===== config.mk =====
export PLATFORM = sky130hd
export DESIGN_NAME = daq_multi_ch_counter
export DESIGN_NICKNAME = d
export VERILOG_FILES = /design/src/rtl/daq_multi_ch_counter.sv
export SDC_FILE = /design/constraint.sdc
export NUM_CORES = 1
export LEC_CHECK = 0
export BUFFER_PORTS_ARGS = -buffer_cell sky130_fd_sc_hd__buf_2
export CAP_MARGIN = 20
export CELL_PAD_IN_SITES_DETAIL_PLACEMENT = 1
export CELL_PAD_IN_SITES_GLOBAL_PLACEMENT = 2
export CORE_MARGIN = 3
export CORE_UTILIZATION = 40
export DETAILED_ROUTE_END_ITERATION = 7
export MAX_ROUTING_LAYER = met4
export PLACE_DENSITY_LB_ADDON = 0.1
export SYNTH_ARGS = -nofsm -noshare
export SYNTH_HDL_FRONTEND = slang
export SYNTH_SLANG_ARGS = --single-unit
export TNS_END_PERCENT = 1

===== constraint.sdc =====
create_clock -name s00_axi_aclk -period 2.55 [get_ports s00_axi_aclk]
set_input_delay 0.3825 -clock s00_axi_aclk [delete_from_list [all_inputs] [get_ports s00_axi_aclk]]
set_output_delay 0.3825 -clock s00_axi_aclk [all_outputs]
set_load 0.01 [all_outputs]

===== src/rtl/daq_multi_ch_counter.sv =====
// NUM_CH-channel A/Z window counter. Each channel counts synchronised A edges until a Z edge
// closes the window; results are tagged {ch, ovf, count} and queued in one shared FWFT FIFO.
module daq_multi_ch_counter #(
   parameter  int NUM_CH     = 4,
   parameter  int CNT_W      = 16,
   parameter  int FIFO_DEPTH = 8,
   localparam int CHW        = (NUM_CH > 1) ? $clog2(NUM_CH) : 1,
   localparam int DW         = CHW + 1 + CNT_W,
   localparam int LW         = $clog2(FIFO_DEPTH) + 1
) (
   input  logic              s00_axi_aclk,
   input  logic              s00_axi_aresetn,
   input  logic              I_ARM,
   input  logic [NUM_CH-1:0] I_CH_EN,
   input  logic              I_CLR,
   input  logic [NUM_CH-1:0] I_A,
   input  logic [NUM_CH-1:0] I_Z,
   input  logic              I_POP,
   output logic              O_VALID,
   output logic [DW-1:0]     O_DATA,
   output logic [LW-1:0]     O_LEVEL,
   output logic [NUM_CH-1:0] O_OVERFLOW,
   output logic              O_DROP
);
   localparam int PW = $clog2(FIFO_DEPTH);

   logic [NUM_CH-1:0] a_s1, a_s2, a_s3, a_edge;
   logic [NUM_CH-1:0] z_s1, z_s2, z_s3, z_edge;
   logic              arm_q;

   logic [CNT_W-1:0]  cnt      [NUM_CH];
   logic [CNT_W-1:0]  slot_cnt [NUM_CH];
   logic [NUM_CH-1:0] ovf_win, slot_ovf, pend, ovf_sticky;
   logic              drop;
   logic [NUM_CH-1:0] a_hit, z_hit, at_max, grant;
   logic [CHW-1:0]    grant_idx;
   logic              arm_rise, full, push, pop;
   logic [DW-1:0]     push_data;

   logic [DW-1:0]     ram [FIFO_DEPTH];
   logic [PW-1:0]     wr_ptr, rd_ptr;
   logic [LW-1:0]     level;

   // Two synchroniser flops, a third stage for edge detection, and a registered strobe.
   // NOTE: sequential state uses non-blocking assignments so every flop samples pre-edge values.
   always_ff @(posedge s00_axi_aclk or negedge s00_axi_aresetn) begin
      if (!s00_axi_aresetn) begin
         a_s1   <= '0;
         a_s2   <= '0;
         a_s3   <= '0;
         a_edge <= '0;
         z_s1   <= '0;
         z_s2   <= '0;
         z_s3   <= '0;
         z_edge <= '0;
         arm_q  <= 1'b0;
      end else begin
         a_s1   <= I_A;
         a_s2   <= a_s1;
         a_s3   <= a_s2;
         a_edge <= a_s2 & ~a_s3;
         z_s1   <= I_Z;
         z_s2   <= z_s1;
         z_s3   <= z_s2;
         z_edge <= z_s2 & ~z_s3;
         arm_q  <= I_ARM;
      end
   end

   // NOTE: every always_comb output gets a default first, so no path can infer a latch.
   always_comb begin
      arm_rise  = I_ARM & ~arm_q;
      a_hit     = {NUM_CH{I_ARM}} & I_CH_EN & a_edge;
      z_hit     = {NUM_CH{I_ARM}} & I_CH_EN & z_edge;
      at_max    = '0;
      grant     = '0;
      grant_idx = '0;
      full      = (level == LW'(FIFO_DEPTH));
      for (int i = 0; i < NUM_CH; i++) at_max[i] = (cnt[i] == '1);
      // Scan downwards so the lowest pending channel wins.
      for (int i = NUM_CH - 1; i >= 0; i--) begin
         if (pend[i]) begin
            grant     = '0;
            grant[i]  = 1'b1;
            grant_idx = CHW'(i);
         end
      end
      if (full) grant = '0;
   end

   assign push      = |grant;
   assign pop       = I_POP & O_VALID;
   assign push_data = {grant_idx, slot_ovf[grant_idx], slot_cnt[grant_idx]};

   always_ff @(posedge s00_axi_aclk or negedge s00_axi_aresetn) begin
      if (!s00_axi_aresetn) begin
         for (int i = 0; i < NUM_CH; i++) begin
            cnt[i]      <= '0;
            slot_cnt[i] <= '0;
         end
         ovf_win    <= '0;
         slot_ovf   <= '0;
         pend       <= '0;
         ovf_sticky <= '0;
         drop       <= 1'b0;
      end else if (I_CLR) begin
         for (int i = 0; i < NUM_CH; i++) cnt[i] <= '0;
         ovf_win    <= '0;
         pend       <= '0;
         ovf_sticky <= '0;
         drop       <= 1'b0;
      end else begin
         pend <= pend & ~grant;
         for (int i = 0; i < NUM_CH; i++) begin
            if (arm_rise) begin
               cnt[i]     <= '0;
               ovf_win[i] <= 1'b0;
            end else if (z_hit[i]) begin
               // A same-cycle A edge belongs to the closing window; a new capture beats the drain.
               slot_cnt[i] <= (a_hit[i] && !at_max[i]) ? cnt[i] + CNT_W'(1) : cnt[i];
               slot_ovf[i] <= ovf_win[i] | (a_hit[i] & at_max[i]);
               pend[i]     <= 1'b1;
               if (pend[i] && !grant[i]) drop <= 1'b1;
               cnt[i]      <= '0;
               ovf_win[i]  <= 1'b0;
            end else if (a_hit[i]) begin
               if (at_max[i]) ovf_win[i] <= 1'b1;
               else           cnt[i]     <= cnt[i] + CNT_W'(1);
            end
            if (!arm_rise && a_hit[i] && at_max[i]) ovf_sticky[i] <= 1'b1;
         end
      end
   end

   // NOTE: the result RAM is reset as well, so the whole block powers up in a known state.
   always_ff @(posedge s00_axi_aclk or negedge s00_axi_aresetn) begin
      if (!s00_axi_aresetn) begin
         for (int i = 0; i < FIFO_DEPTH; i++) ram[i] <= '0;
         wr_ptr <= '0;
         rd_ptr <= '0;
         level  <= '0;
      end else if (I_CLR) begin
         wr_ptr <= '0;
         rd_ptr <= '0;
         level  <= '0;
      end else begin
         if (push) begin
            ram[wr_ptr] <= push_data;
            wr_ptr      <= wr_ptr + PW'(1);
         end
         if (pop) rd_ptr <= rd_ptr + PW'(1);
         if (push && !pop)      level <= level + LW'(1);
         else if (pop && !push) level <= level - LW'(1);
      end
   end

   assign O_VALID    = (level != '0);
   assign O_DATA     = ram[rd_ptr];
   assign O_LEVEL    = level;
   assign O_OVERFLOW = ovf_sticky;
   assign O_DROP     = drop;

endmodule


==> flow_summary.toml, run 1 <==
[status]
outcome = "complete, but fails checks"
violations = "negative setup slack"

[final_layout]
fin_nets = 1315
top_regs = "ram (152), cnt (64), slot_cnt (64)"
largest_reg_flops = 152
area_delta_synth_final_pct = 18.5
antenna_cells = 0
drive_above_1_share_pct = 30.2
fin_util_pct = 48.5
final_cells = 1820
fillers = 3778
regMostFlops = "ram"

[yosys]
synth_top_cell_by_area = "dfrtp_1"
synth_flop_cell = "dfrtp_1"
synth_common_cells = "340 x dfrtp_1, 168 x mux2_2, 106 x nor2_1"
synth_warnings = 0
ys_async_sr_fraction_pct = 100
synth_area_per_cell_um2 = 12.7
synth_top_area_share_pct = 56.2
synthesis.area_um2 = 15100
yosysMostFrequentCell = "dfrtp_1"
synthCells = 1196
yosys-top-cells-area = "dfrtp_1 56%, mux2_2 12%, mux4_2 8.2%"
ys_seq_elements = 340
yosysUniqueCellTypes = 54
yosysSeqAreaShare_pct = 56.2
synth-edff-count = 0
synth_nets = 1222

[global_routing]
antenna_found_initial = 0
met2_usage_pct = 35.2
grt_usage_pct = 21.2
busiest_layer = "met2"
grt_pass1_vias = 10536
grt_util_met1_pct = 27.5
grt_pass1_wl_um = 63900
use_met3_pct = 2.95
grt-ovfl-total = 0
grt_start_max_net_pins = 95

[floorplanning]
ioPinCount = 46
die-area_um2 = 40200
rows = 70
start_util_pct = 41.0
die_h_um = 201
core_region_area_um2 = 37000
die_x_um = 201

[routing]
drt_drc_violations_left = 0
wirelength_um = 40300
dr.pass1.iters = 6
wl_per_cell_um = 22.2
antenna_left = 0
num_vias = 9676
viasPerCell = 5.32
detail_route.iter0.violations = 490

[timing]
grt_setup_unrepaired = "yes"
hold_viol_final = 0
relSlewSlack_pct = 56.7
worst_pin_slew_ps = 650
fin_setup_tns_ps = -1250
finClkSkew_ps = 17.8
setup_viol = 17
period_needed_ps = 2640
clock.fmax_ghz = 0.378
slew_viol_final = 0
fin_crit_sh_pct = 104
layout_setup_ws_ps = -92.5

[clocking]
htreeDepth = 2
clockRootBuffer = "clkbuf_16"
clock_latency_ps = 550
cts_max_path_buffers = 3
clkSinkCount = 340
cts_inserted_buffers = 39
cts_tree = "done"
path_clk_slew_ps = 60

[power_and_ir_drop]
pwr-share-clk_pct = 44.4
p_sw_share_pct = 24.0
p_leak_nw = 8.10
ir_worst_vdd_mv = 0.631
internal_power_mw = 9.46
p_switching_mw = 2.98
power_density_nw_per_um2 = 694
seq_power_share_pct = 44.9
finalPower_mw = 12.4
combPwrFrac_pct = 10.6

[setup_path]
end_kind = "primary output"
worstPathMaxFanout = 8
critPathLaunchType = "flop"
crit_required_ps = 2170
crit_type = "reg -> out"
crit_arrival_ps = 2260

[place]
io_buffers = 45
dp_hpwl_um = 26900
dp.cells = 1735
dp_slack_ps = 149
gp_congestion = 0.796

[job]
drv_cap = 0

[min_path]
hp-class = "in -> async"
-- power by group through the flow --
| stage | Combinational (mW) | Clock, mW | Sequential, mW |
|---|---|---|---|
| 3_3_place_gp | 1.13 | 0 | 5.68 |
| 5_1_grt | 1.47 | 5.96 | 5.60 |
| 2_1_floorplan | 0.640 | 0 | 5.66 |
| 4_1_cts | 1.36 | 5.72 | 5.59 |
| 6_report | 1.32 | 5.53 | 5.59 |
| 3_5_place_dp | 1.13 | 0 | 5.69 |
-- cell usage in the layout, fill, tap and decap left out, types with 4 or more instances in the layout --
master / netlist / routed
and3_1: 13 / 13
nand3_1: 41 / 41
mux2_4: 0 / 6
o2111ai_1: 7 / 7
nor2b_1: 13 / 12
or3_1: 5 / 4
o21ai_0: 82 / 82
clkbuf_1: 31 / 9
buf_16: 0 / 4
clkbuf_16: 0 / 41
xor2_1: 38 / 38
mux4_2: 55 / 55
mux2i_1: 11 / 11
inv_1: 9 / 9
nand2b_1: 6 / 6
dlygate4sd3_1: 0 / 9
o31ai_1: 5 / 5
nor2_1: 106 / 106
clkbuf_8: 0 / 14
nand2_1: 93 / 93
a31oi_1: 9 / 9
mux2_2: 168 / 162
o211ai_1: 6 / 6
dfrtp_1: 340 / 338
and4_1: 7 / 7
and2_1: 5 / 5
xnor2_1: 15 / 15
buf_2: 16 / 31
buf_4: 5 / 33
buf_6: 1 / 16
a21o_1: 5 / 5
a21oi_1: 15 / 15
buf_12: 0 / 16
ha_1: 8 / 8
nor4_1: 7 / 7
nand4_1: 22 / 22
nor3_1: 16 / 16
-- final timing paths --
kind | startpoint | end | slack (ps) | cells after the start
max reg2reg | O_LEVEL[0]$_DFFE_PN0P_ | O_LEVEL[3]$_DFFE_PN0P_ | 150 | 8
max | rd_ptr[0]$_DFFE_PN0P_ | O_DATA[13] | -90 | 6
min in group s00_axi_aclk | I_CH_EN[3] | slot_cnt[1]$_DFFE_PN0P_ | 320 | 4
min reg2reg | a_s1[0]$_DFF_PN0_ | a_s2[0]$_DFF_PN0_ | 350 | 0
min | s00_axi_aresetn | ram[63]$_DFFE_PN0P_ | 310 | 2
max in group asynchronous | s00_axi_aresetn | cnt[26]$_DFFE_PN0P_ | 1400 | 3
-- timing repair --
item / 4_1_cts / 5_1_grt
gates cloned: 4 / 0
hold endpoints to repair: 41 / 0
buffers inserted: 4 / 0
gates resized for setup: 29 / 3
endpoints found under the setup margin: 17 / 20
hold buffers: 9 / 0
-- critical path: stages (launching register included) --
cell,delay [ps]
dfrtp_2,380
buf_6,120
buf_6,130
buf_16,150
mux4_2,500
mux2_4,290
buf_6,120
-- cell type report --
| class | count | area [µm²] | share of cell area, % |
|---|---|---|---|
| clock buffer | 64 | 1250 | 6.98 |
| sequential | 340 | 8510 | 47.4 |
| tap | 504 | 631 | 3.51 |
| inverter | 9 | 33.8 | 0.188 |
| clock inverter | 4 | 23.8 | 0.132 |
| multi-input combinational | 789 | 6370 | 35.5 |
| timing repair buffer | 110 | 1120 | 6.23 |
-- cell families (layout without fill, tap and decap cells) --
logic type      Yosys count  in the layout  share of synthesized area (%)
compound gates          141            141                           5.39
xor+xnor                 53             53                           3.06
fa+ha+maj                 9              9                          0.793
buf+inv                  67            187                           1.97
flops                   340            340                           56.2
mux                     236            236                           21.5
simple gates            350            350                           11.1
-- stage by stage --
step,area (µm²),hold WS [ps]
finish,17900,307
global route,17900,310
CTS,17900,285
detailed placement,16300,295
global placement,16300,289
floorplan,15100,86.9
-- layer usage --
layer | up-vias | wire (µm)
met2 | 101 | 20100
met3 | 56 | 1060
met5 | - | 0
met4 | 0 | 887
li1 | 4489 | -
met1 | 5030 | 18300
Note: power is estimated with default switching activity, not from simulation.
==> inputs of run 2 (changes only) <==
- ABC_AREA: unset -> 1
- CORE_UTILIZATION: 40 -> 34
==> run 2 against run 1 <==
Net effect:
- the flow now finishes without violations
- global-route usage about the same
- wire length rose by 26%
- clock power rose by 18%
- synthesized cell count grew 68%
- largest cell class unchanged
- highest routed layer unchanged
==> flow_summary.toml, run 2 <==
[yosys]
ys_async_sr_fraction_pct = 100
synth-edff-count = 0
yosysSeqAreaShare_pct = 52.4
yosysMostFrequentCell = "nand2_1"
synth_top_area_share_pct = 52.4
synthCells = 2011
synth_nets = 2037
yosys-top-cells-area = "dfrtp_1 52%, nand2_1 13%, o21ai_0 8.3%"
ys_seq_elements = 340
synth_flop_cell = "dfrtp_1"
synthesis.area_um2 = 16200
synth_top_cell_by_area = "dfrtp_1"
yosysUniqueCellTypes = 41
synth_warnings = 0
synth_area_per_cell_um2 = 8.07
synth_common_cells = "552 x nand2_1, 340 x dfrtp_1, 270 x o21ai_0"

[min_path]
hp-class = "in -> reg"
worstHoldPathCells = 2

[setup_path]
crit_type = "reg -> out"
crit_family = "buffers and inverters"
r2r_cells = 12
crit_arrival_ps = 2130
critPathLaunchType = "flop"
crit_path_cell_trace = "inv_2 -> buf_12 -> o21ai_0 -> o22ai_1 -> nor2_1 -> a31oi_2 -> buf_2"
worst-path-stages = 7
end_kind = "primary output"
path_buf_inv = 3
crit_required_ps = 2170
critPathMaxStageDelay_ps = 450
worstPathMaxFanout = 40
critPathSlowestCell = "dfrtp_2"

[clocking]
htreeDepth = 2
cts_inserted_buffers = 42
cts_max_path_buffers = 3
clockRootBuffer = "clkbuf_16"
cts_setup_buffers = 0
cts_tree = "done"
clock_latency_ps = 560
path_clk_slew_ps = 60
clkSinkCount = 340

[routing]
viasPerCell = 4.96
wl_per_cell_um = 18.6
wirelength_um = 50700
detail_route.iter0.violations = 640
dr.pass1.iters = 5
num_vias = 13517
antenna_left = 0
drt_drc_violations_left = 0

[timing]
holdWs_ps = 144
setup_viol = 0
relSlewSlack_pct = 35.8
layout_setup_ws_ps = 40.6
period_needed_ps = 2510
grt_setup_unrepaired = "yes"
fin_crit_sh_pct = 98.4
clock.fmax_ghz = 0.399
slew_viol_final = 0
hold_viol_final = 0
worst_pin_slew_ps = 963
finClkSkew_ps = 13.0

[final_layout]
fin_util_pct = 40.8
drive_above_1_share_pct = 11.7
largest_reg_flops = 152
area_delta_synth_final_pct = 17.7
fin_nets = 2111
regMostFlops = "ram"
top_regs = "ram (152), cnt (64), slot_cnt (64)"
final_common_cell = "nand2_1"
layout.cells.most_common_list = "550 x nand2_1, 339 x dfrtp_1, 270 x o21ai_0"

[place]
dp_slack_ps = 147
dp_hpwl_um = 34600
io_buffers = 45
gp_congestion = 0.826

[power_and_ir_drop]
p_sw_share_pct = 29.4
seq_power_share_pct = 38.1
ir_worst_vdd_mv = 0.484
p_switching_mw = 4.55
pwr-share-clk_pct = 42.2
p_leak_nw = 8.83
combPwrFrac_pct = 19.7
power_density_nw_per_um2 = 809
internal_power_mw = 10.9

[global_routing]
grt-ovfl-total = 0
antenna_found_initial = 2
grt_pass1_wl_um = 82000
grt_pass1_vias = 14251
grt_start_max_net_pins = 64
grt_usage_pct = 21.2

[floorplanning]
ioPinCount = 46
die-area_um2 = 50400
rows = 79
start_util_pct = 34.6
die_x_um = 225
core_region_area_um2 = 46900
die_h_um = 225

[status]
outcome = "completed"

[job]
drv_cap = 0
-- run 2: cell count changes after synthesis, sizes merged, moves of 55 or more --
cell   before  now
mux2      170    0
nor2      109  275
inv         9  155
mux4       55    0
o21ai      84  312
nand2      93  558
-- run 2: cells by family (layout without fill, tap and decap cells) --
group	count (synthesis)	in the layout	share of synthesized area, %
compound gates	406	406	13.7
xor+xnor	24	24	1.29
fa+ha+maj	9	9	0.740
buf+inv	252	359	7.30
flops	340	340	52.4
other cells	0	1	0
simple gates	980	980	24.6
-- run 2: power by group through the flow --
| stage | clock network (mW) | logic [mW] | registers (mW) |
|---|---|---|---|
| global route | 6.94 | 3.45 | 5.92 |
| detailed placement | 0 | 3.03 | 5.97 |
| floorplan | 0 | 1.72 | 5.93 |
| finish | 6.53 | 3.05 | 5.88 |
| global placement | 0 | 3.01 | 5.96 |
| CTS | 6.72 | 3.08 | 5.88 |
-- run 2: path summary, 6_finish.rpt --
check                                           to                    from  slack, ps
max                                     O_DATA[17]   rd_ptr[0]$_DFFE_PN0P_         40
min                                arm_q$_DFF_PN0_                   I_ARM        140
max reg2reg                 O_LEVEL[3]$_DFFE_PN0P_  O_LEVEL[1]$_DFFE_PN0P_        300
min reg2reg                      a_s2[2]$_DFF_PN0_       a_s1[2]$_DFF_PN0_        340
max in group asynchronous  slot_cnt[5]$_DFFE_PN0P_         s00_axi_aresetn       1390
min in group asynchronous     ram[148]$_DFFE_PN0P_         s00_axi_aresetn        370
-- run 2: layout make-up --
type                    count  area, µm²
flip-flops and latches    340       8510
fillers                  5591      27700
clock buffers              64       1340
clock inverters            13        200
multi-input cells        1419       6590
repair buffers            127       1130
inverters                 155        582
diodes                      1       2.50
well taps                 607        759
-- run 2: repair_timing --
action                                  4_1_cts  5_1_grt
gates resized for setup                       5        9
endpoints found under the setup margin       10       21
pin swaps                                     0        1
hold buffers                                  9        0
hold endpoints to repair                     59        0
-- run 2: stage by stage --
stage	std cells	TNS [ps]	instance area, µm²	power (mW)
after floorplan	2011	0	16200	7.65
after global placement	2638	0	17400	8.97
after detailed placement	2638	0	17400	9.01
after CTS	2724	-65.6	19100	15.7
after global routing	2726	-129	19100	16.3
final	2726	0	19100	15.5
-- run 2: routing by layer --
metal	share of wire, %	vias to the layer above	wire (µm)	global-route usage [%]
met1	47	6662	24000	27.8
met4	1.9	0	967	5.15
met2	48	125	24500	35.5
met3	2.4	71	1230	2.44
li1	-	6659	-	-
met5	0	-	0	-
==> inputs of run 3 (changes only) <==
- RECOVER_POWER: unset -> 100
==> run 3 against run 2 <==
Net effect:
- the flow now finishes with violations (max-capacitance violations, max-slew violations)
- worst setup slack worse by 8.2 ps
- maximum frequency decreased by 0.33%
- first-iteration DRC count grew 6.9%
- critical endpoint unchanged
==> flow_summary.toml, run 3 (same netlist as run 2, synthesis figures left out) <==
[final_layout]
top_regs = "ram (152), cnt (64), slot_cnt (64)"
regMostFlops = "ram"
seqCellArea_um2 = 8510
largest_reg_flops = 152
drive_above_1_share_pct = 9.73
fin_nets = 2111
final_cells = 2726
final_common_cell = "nand2_1"
area_delta_synth_final_pct = 16.5
layout.cells.most_common_list = "551 x nand2_1, 339 x dfrtp_1, 286 x o21ai_0"
multiInputGateArea_um2 = 6530
fillers = 5623
stdcell_area_um2 = 18900

[place]
dp_hpwl_um = 34600
io_buffers = 45
dpl_cell_area_um2 = 17400
dp.cells = 2638
gp_congestion = 0.826
dp_slack_ps = 147

[clocking]
cts_setup_buffers = 0
cts_tree = "done"
cts_max_path_buffers = 3
cts_inserted_buffers = 42
clkSinkCount = 340
clockRootBuffer = "clkbuf_16"
path_clk_slew_ps = 60
htreeDepth = 2
clock_latency_ps = 560

[routing]
num_vias = 13561
detail_route.iter0.violations = 684
viasPerCell = 4.97
wl_per_cell_um = 18.6
antenna_left = 0
dr.pass1.iters = 5
wirelength_um = 50700
drt_drc_violations_left = 0

[timing]
period_needed_ps = 2520
finClkSkew_ps = 14.9
worst_pin_slew_ps = 1760
slew_viol_final = 59
fin_setup_tns_ps = 0
hold_viol_final = 0
grt_setup_unrepaired = "yes"
fin_crit_sh_pct = 98.7
relSlewSlack_pct = -17.5
setup_viol = 0
clock.fmax_ghz = 0.397
layout_setup_ws_ps = 32.4

[setup_path]
crit_arrival_ps = 2140
crit_type = "reg -> out"
startpoint = "rd_ptr[0]$_DFFE_PN0P_"
crit_required_ps = 2170
critPathLaunchType = "flop"
r2r_start = "cnt[48]$_DFFE_PN0P_"
end_kind = "primary output"
worstPathMaxFanout = 40

[status]
violations = "max-capacitance violations, max-slew violations"
outcome = "complete, but fails checks"

[floorplanning]
core_region_area_um2 = 46900
start_util_pct = 34.6
die-area_um2 = 50400
die_h_um = 225
ioPinCount = 46
die_x_um = 225
rows = 79

[global_routing]
grt_pass1_vias = 14251
met2_usage_pct = 35.5
grt_pass1_wl_um = 82000
grt_util_met1_pct = 27.8
use_met3_pct = 2.44
antenna_found_initial = 2
grt_usage_pct = 21.2
grt_start_max_net_pins = 64
grt-ovfl-total = 0
busiest_layer = "met2"

[min_path]
hp-class = "in -> reg"
worstHoldStart = "I_CLR"

[power_and_ir_drop]
p_leak_nw = 8.68
finalPower_mw = 15.4
power_density_nw_per_um2 = 816
ir_worst_vdd_mv = 0.484

[job]
drv_cap = 1
[run 3: cell count changes in the layout (fill, tap and decap cells not counted), moves of 6 or more]
cell | before | now
clkbuf_1 | 5 | 27
buf_4 | 52 | 36
o21ai_0 | 270 | 286
buf_2 | 44 | 31
nor2_1 | 264 | 274
nor2_2 | 11 | 1
buf_12 | 20 | 11
o21ai_1 | 21 | 12
buf_6 | 1 | 8
o21ai_2 | 21 | 14
clkbuf_2 | 0 | 6
[run 3: final timing paths]
kind / endpoint / slack [ps] / depth (start not counted)
min in group asynchronous: ram[148]$_DFFE_PN0P_ / 830 / 2
hold / removal: pend[2]$_DFF_PN0_ / 200 / 2
setup / recovery: O_DATA[17] / 30 / 7
max in group asynchronous: slot_cnt[5]$_DFFE_PN0P_ / 330 / 3
setup reg to reg: slot_cnt[58]$_DFFE_PN0P_ / 160 / 12
hold reg to reg: a_s2[2]$_DFF_PN0_ / 340 / 0
[run 3: power by group]
part           internal (mW)  total, mW  switching (mW)
clock                   4.12       6.53            2.42
sequential              5.70       5.88           0.185
combinational           1.06       3.01            1.95
[run 3: what timing repair did]
item                                    4_1_cts  5_1_grt
hold buffers                                  9        0
hold endpoints to repair                     59        0
pin swaps                                     0        1
gates cloned                                  0        0
gates resized for setup                       5        9
endpoints found under the setup margin       10       21
[run 3: worst max-delay path, stage by stage (launching register included)]
cell	delay [ps]
dfrtp_2	450
inv_2	110
buf_12	210
o21ai_0	100
o22ai_1	160
nor2_1	90
a31oi_2	250
buf_2	190
[run 3: metrics by stage]
stage                     utilization, %  hold WS (ps)
after detailed placement            37.1           338
final                               40.3           204
after global placement              37.1           332
after CTS                           40.7           122
after floorplan                        -          86.9
after global routing                40.3           202
[run 3: per-layer routing]
layer  vias up  wire length (µm)
met3        70              1290
met4         0               971
li1       6662                 -
met1      6689             24000
met5         -                 0
met2       140             24400
[run 3: final cells by class]
cell class,count,share of cell area [%]
inverters,155,3.08
clock buffers,64,7.08
multi-input cells,1419,34.5
repair buffers,127,5.20
diodes,1,0.0132
flip-flops and latches,340,45.0
well taps,607,4.02
clock inverters,13,1.06
